<file path="src/rtl/addsub_pkg.sv">
// ============================================================================
// Module      : addsub_pkg
// Description : Shared types and constants for the bit-serial add/subtract unit.
// Revision    : 1.0 - initial release
// ============================================================================
`default_nettype none

package addsub_pkg;

  typedef enum logic [1:0] {
    IDLE  = 2'd0,
    SHIFT = 2'd1,
    DONE  = 2'd2
  } state_t;

  localparam logic MODE_ADD = 1'b1;
  localparam logic MODE_SUB = 1'b0;

  // Subtract injects both the two's-complement +1 and cin, so carry reaches 2.
  localparam int CARRY_W = 2;

endpackage

`default_nettype wire

</file>
<file path="src/rtl/serial_fa_cell.sv">
// ============================================================================
// Module      : serial_fa_cell
// Description : One-bit full-adder cell accepting a 2-bit carry (range 0..2).
// Revision    : 1.0 - initial release
// ============================================================================
`default_nettype none

module serial_fa_cell
  import addsub_pkg::*;
(
  input  logic               a_bit,
  input  logic               b_bit,
  input  logic [CARRY_W-1:0] carry_in,
  output logic               s_bit,
  output logic [CARRY_W-1:0] carry_out
);

  logic [CARRY_W:0] w_total;

  always_comb begin
    w_total   = (CARRY_W + 1)'(a_bit) + (CARRY_W + 1)'(b_bit) + (CARRY_W + 1)'(carry_in);
    s_bit     = w_total[0];
    carry_out = w_total[CARRY_W:1];
  end

endmodule

`default_nettype wire

</file>
<file path="src/rtl/serial_addsub.sv">
// ============================================================================
// Module      : serial_addsub
// Description : Bit-serial a+b+cin / a-b+cin with start/busy/done handshake.
// Revision    : 1.0 - initial release
// ============================================================================
`default_nettype none

module serial_addsub
  import addsub_pkg::*;
#(
  parameter int WIDTH = 4
) (
  input  logic             clk,
  input  logic             rst,
  input  logic             start,
  input  logic             mode,
  input  logic             cin,
  input  logic [WIDTH-1:0] a,
  input  logic [WIDTH-1:0] b,
  output logic             busy,
  output logic             done,
  output logic [WIDTH:0]   sum
);

  localparam int CNT_W = $clog2(WIDTH + 1);

  state_t             state_q, state_d;
  logic [CNT_W-1:0]   cnt_q, cnt_d;
  logic [WIDTH:0]     a_q, a_d;
  logic [WIDTH:0]     b_q, b_d;
  logic               mode_q, mode_d;
  logic [CARRY_W-1:0] carry_q, carry_d;
  logic [WIDTH-1:0]   acc_q, acc_d;
  logic [WIDTH:0]     sum_q, sum_d;
  logic               busy_q, busy_d;
  logic               done_q, done_d;

  logic               w_accept;
  logic               w_b_bit;
  logic               w_s_bit;
  logic [CARRY_W-1:0] w_carry_out;

  assign w_accept = start && (state_q != SHIFT);
  assign w_b_bit  = (mode_q == MODE_ADD) ? b_q[0] : ~b_q[0];

  serial_fa_cell u_fa (
    .a_bit     (a_q[0]),
    .b_bit     (w_b_bit),
    .carry_in  (carry_q),
    .s_bit     (w_s_bit),
    .carry_out (w_carry_out)
  );

  always_comb begin
    state_d = state_q;
    cnt_d   = cnt_q;
    a_d     = a_q;
    b_d     = b_q;
    mode_d  = mode_q;
    carry_d = carry_q;
    acc_d   = acc_q;
    sum_d   = sum_q;
    busy_d  = busy_q;
    done_d  = 1'b0;

    case (state_q)
      SHIFT: begin
        a_d     = {1'b0, a_q[WIDTH:1]};
        b_d     = {1'b0, b_q[WIDTH:1]};
        carry_d = w_carry_out;
        acc_d   = {w_s_bit, acc_q[WIDTH-1:1]};
        cnt_d   = cnt_q + CNT_W'(1);
        // Bit WIDTH is the last one; its carry-out is dropped (modulo wrap).
        if (cnt_q == CNT_W'(WIDTH)) begin
          sum_d   = {w_s_bit, acc_q};
          done_d  = 1'b1;
          busy_d  = 1'b0;
          state_d = DONE;
        end
      end
      IDLE, DONE: begin
        if (w_accept) begin
          a_d     = {1'b0, a};
          b_d     = {1'b0, b};
          mode_d  = mode;
          carry_d = (mode == MODE_ADD) ? CARRY_W'(cin) : CARRY_W'(cin) + CARRY_W'(1);
          cnt_d   = '0;
          busy_d  = 1'b1;
          state_d = SHIFT;
        end else begin
          state_d = IDLE;
        end
      end
      default: state_d = IDLE;
    endcase
  end

  always_ff @(posedge clk or posedge rst) begin
    if (rst) begin
      state_q <= IDLE;
      cnt_q   <= '0;
      a_q     <= '0;
      b_q     <= '0;
      mode_q  <= MODE_ADD;
      carry_q <= '0;
      acc_q   <= '0;
      sum_q   <= '0;
      busy_q  <= 1'b0;
      done_q  <= 1'b0;
    end else begin
      state_q <= state_d;
      cnt_q   <= cnt_d;
      a_q     <= a_d;
      b_q     <= b_d;
      mode_q  <= mode_d;
      carry_q <= carry_d;
      acc_q   <= acc_d;
      sum_q   <= sum_d;
      busy_q  <= busy_d;
      done_q  <= done_d;
    end
  end

  assign busy = busy_q;
  assign done = done_q;
  assign sum  = sum_q;

endmodule

`default_nettype wire

</file>
<file path="config.mk">
export PLATFORM = sky130hd
export DESIGN_NAME = serial_addsub
export DESIGN_NICKNAME = d
export VERILOG_FILES = /design/src/rtl/addsub_pkg.sv /design/src/rtl/serial_fa_cell.sv /design/src/rtl/serial_addsub.sv
export SDC_FILE = /design/constraint.sdc
export NUM_CORES = 1
export LEC_CHECK = 0
export BUFFER_PORTS_ARGS = -buffer_cell sky130_fd_sc_hd__buf_2
export CAP_MARGIN = 25
export CORE_ASPECT_RATIO = 0.75
export CORE_UTILIZATION = 39
export DETAILED_ROUTE_END_ITERATION = 8
export PLACE_DENSITY = 0.56
export SYNTH_ARGS = -nofsm -noshare
export SYNTH_HDL_FRONTEND = slang
export SYNTH_HIERARCHICAL = 1
export SYNTH_SLANG_ARGS = --single-unit
export TNS_END_PERCENT = 1
</file>
<file path="constraint.sdc">
create_clock -name clk -period 2.2 [get_ports clk]
set_clock_uncertainty 0.2 [all_clocks]
set_input_delay 0.11 -clock clk [delete_from_list [all_inputs] [get_ports clk]]
set_output_delay 0.11 -clock clk [all_outputs]
set_load 0.005 [all_outputs]
</file>
==> flow_metrics.env <==
export IMPL_outcome="finished clean"
export IMPL_clock_sinks=27
export IMPL_criticalPathCategory="reg2reg"
export IMPL_synth_cell_area_mm2=0.00130
export IMPL_num_antenna_cells=0
export IMPL_firstDrtPassIters=4
export IMPL_cts_tree="yes"
export IMPL_drive_above_1_share=0.238
export IMPL_muxShareOfSynthArea=0.0893
export IMPL_power_switching_mw=0.769
export IMPL_coreArea_mm2=0.00306
export IMPL_clkPwrFrac=0.134
export IMPL_antenna_left=0
export IMPL_yosysTopAreaCell="dfrtp_1"
export IMPL_maxCapViolCount=0
export IMPL_synth_nets=139
export IMPL_synth_xor_area_frac=0.0134
export IMPL_routed_via_density=4.85
export IMPL_finalCritPeriodShare=0.840
export IMPL_grt_use_total=0.157
export IMPL_grt_ovfl_total=0
export IMPL_totalWireLength_um=2290
export IMPL_ioPinCount=20
export IMPL_post_drt_wl_per_cell_um=12.1
export IMPL_die_area_mm2=0.00358
export IMPL_synth_ff_type="dfrtp_1"
export IMPL_synth_simple_area_share=0.126
export IMPL_yosysWarningCount=6
export IMPL_p_leak_nw=0.773
export IMPL_slew_headroom=0.772
export IMPL_pwr_share_seq=0.432
export IMPL_peakVddDrop_v=0.000585
export IMPL_synth_adder_area_share=0.0537
export IMPL_cts_max_level=1
export IMPL_synth_top_area_frac=0.499
export IMPL_cp_end_kind="flop"
export IMPL_power_mw=2.05
export IMPL_rows=17
export IMPL_crit_family="adder cells"
export IMPL_rsz0062_at_grt="false"
export IMPL_hold_class="in2reg"
export IMPL_clock_path_buffers=2
export IMPL_tns_ns=0
export IMPL_p_int_mw=1.28
export IMPL_syn_to_final_growth_pct=20.4
export IMPL_worst_pin_slew_ns=0.343
export IMPL_slowest_stage="dfstp_2"
export IMPL_die_w_um=68.8
export IMPL_nets=170
export IMPL_cp_data_required_time_ns=2.15
export IMPL_drtIter0Drc=53
export IMPL_grt_pass1_wl_um=4030
export IMPL_hold_viol=0
export IMPL_clkTransAtPathRegs_ns=0.09
export IMPL_dp_cells=175
export IMPL_grt_max_degree=28
export IMPL_grt_pass1_vias=871
export IMPL_placement_io_buffers=19
export IMPL_synth_edf_count=0
export IMPL_comb_power_share=0.434
export IMPL_synth_cell_type_count=25
export IMPL_timing_reg2reg_setup_slack_ns=0.35
export IMPL_start_util=0.426
export IMPL_numCtsBuffers=3
export IMPL_cpMostUsedCell="inv_1"
export IMPL_ys_seq_area_frac=0.519
export IMPL_swShare=0.376
export IMPL_route_detailed_drc=0
export IMPL_cp_max_fo=2
export IMPL_maxSlewViolCount=0
export IMPL_place_hpwl_um=1640
export IMPL_dieHeight_um=52.1
export IMPL_worst_setup_path_start_kind="flop"
export IMPL_ys_async_sr_fraction=1.00
export IMPL_instances_no_fill=189
export IMPL_avgSynthCellArea_um2=10.8
export IMPL_setup_viol=0
export IMPL_cp_cell_sequence="xnor2_1 -> inv_1 -> fa_1 -> inv_1 -> ha_1 -> o22ai_1 -> a21oi_1"
export IMPL_syn_instance_count=121
export IMPL_crit_buf_inv=2
export IMPL_vias=917
export IMPL_synth_top_family_by_area="simple AND/OR/NAND/NOR gates"
export IMPL_antenna_found_initial=0
export IMPL_place_gp_congestion=0.689
export IMPL_fmax_ghz=0.541
export IMPL_synth_compound_area_frac=0.118
export IMPL_fill_cells=314
export IMPL_synthTopCellsByArea="dfrtp_1, mux2i_1, nand2_1"
export IMPL_powerDensity_mw_per_mm2=1300
export IMPL_cpPeakStageDelay_ns=0.54
export IMPL_worstPathArrival_ns=1.80
export IMPL_ys_ff_latch=27
export IMPL_cts_root_buffer="clkbuf_8"
export IMPL_insertion_delay_ns=0.27
export IMPL_period_minus_slack_ns=1.85
[tightest hold or removal path: cells and delay by family]
kind                     cells  cell delay [ns]
AO/OA/AOI/OAI                2             0.17
adder cells (fa/ha/maj)      1             0.12
buffers and inverters        1             0.09
[power groups by stage]
stage / registers (mW) / clock network, mW / logic, mW
after global routing: 0.919 / 0.308 / 1.05
after detailed placement: 0.897 / 0 / 0.887
after global placement: 0.888 / 0 / 0.866
after floorplan: 0.854 / 0 / 0.723
final: 0.885 / 0.274 / 0.890
after CTS: 0.887 / 0.286 / 0.903
[placed cells by master, fill, tap and decap left out]
cell type      instances
mux2i_1                6
nand2b_4               1
mux2_2                 5
a22o_1                 2
a21oi_4                1
ha_1                   4
o21ai_0                4
xnor2_1                2
inv_1                 14
nand2b_1               2
dfrtp_1               26
dlygate4sd3_1         10
nor2_8                 1
a211oi_1               4
a21oi_1                9
nor2_1                 3
clkbuf_8               3
fa_1                   1
nor2b_1                5
dfstp_2                1
buf_4                  4
buf_2                 19
nand2_1               16
clkinv_2               1
nand3_1                3
o22ai_1                4
[logic make-up (layout without fill, tap and decap cells)]
kind of cell / count (synthesis) / after routing
AOI/OAI and AO/OA: 24 / 24
xor gates and xnor gates: 2 / 2
adders and majority gates: 5 / 5
buffers and inverters: 21 / 51
DFF: 27 / 27
muxes: 11 / 11
and+or+nand+nor: 31 / 31
[worst paths after layout]
| path | start | end | cells after the start |
|---|---|---|---|
| max in group asynchronous | rst | mode_q | 4 |
| min in group asynchronous | rst | sum[1] | 4 |
| max reg2reg | mode_q | carry_q[0] | 7 |
| min | cin | carry_q[1] | 4 |
| max | mode_q | carry_q[0] | 7 |
| min reg2reg | acc_q[0] | acc_q[0] | 2 |
[registers in the layout (all words and copies together) (netlist names)]
register  cells
done          1
state_q       2
mode_q        1
carry_q       2
cnt_q         3
b_q           4
busy          1
acc_q         4
a_q           4
sum           5
[layout make-up]
cell class / count / area (um^2) / area share
Clock buffer: 3 / 41.3 / 0.0263
Sequential cell: 27 / 677 / 0.431
Inverter: 14 / 52.6 / 0.0335
Clock inverter: 1 / 5.00 / 0.00319
Timing Repair Buffer: 33 / 225 / 0.143
Tap cell: 38 / 47.5 / 0.0303
Multi-Input combinational cell: 73 / 522 / 0.332
[cell usage after synthesis, types with 3 or more instances]
cell	instances
dfrtp_1	26
a211oi_1	4
nor2b_1	5
nand3_1	3
o22ai_1	4
inv_1	14
mux2_2	5
a21oi_1	9
mux2i_1	6
o21ai_0	4
nor2_1	3
nand2_1	16
ha_1	4
[per-layer routing]
| layer | part of all wire | GRT usage | up-vias |
|---|---|---|---|
| met5 | 0 | 0 | - |
| met4 | 0.0048 | 0.0408 | 0 |
| met3 | 0.035 | 0.0526 | 2 |
| met2 | 0.44 | 0.225 | 15 |
| met1 | 0.52 | 0.225 | 441 |
| li1 | - | - | 459 |
[per-stage QoR]
stage | instance area [um^2] | worst slack (ns) | hold WS, ns | util
after floorplan | 1300 | 0.413 | -0.0380 | -
after global placement | 1420 | 0.378 | -0.0121 | 0.465
after detailed placement | 1420 | 0.356 | -0.0156 | 0.465
after CTS | 1570 | 0.344 | 0.0514 | 0.513
after global routing | 1570 | 0.235 | 0.0601 | 0.513
final | 1570 | 0.352 | 0.0575 | 0.513
[repair_timing]
action                                 4_1_cts  5_1_grt
endpoints found under the hold margin       36        0
buffers inserted                             0        0
resized for setup                            0        0
hold buffers                                10        0
Power figures use the tool's default switching activity.
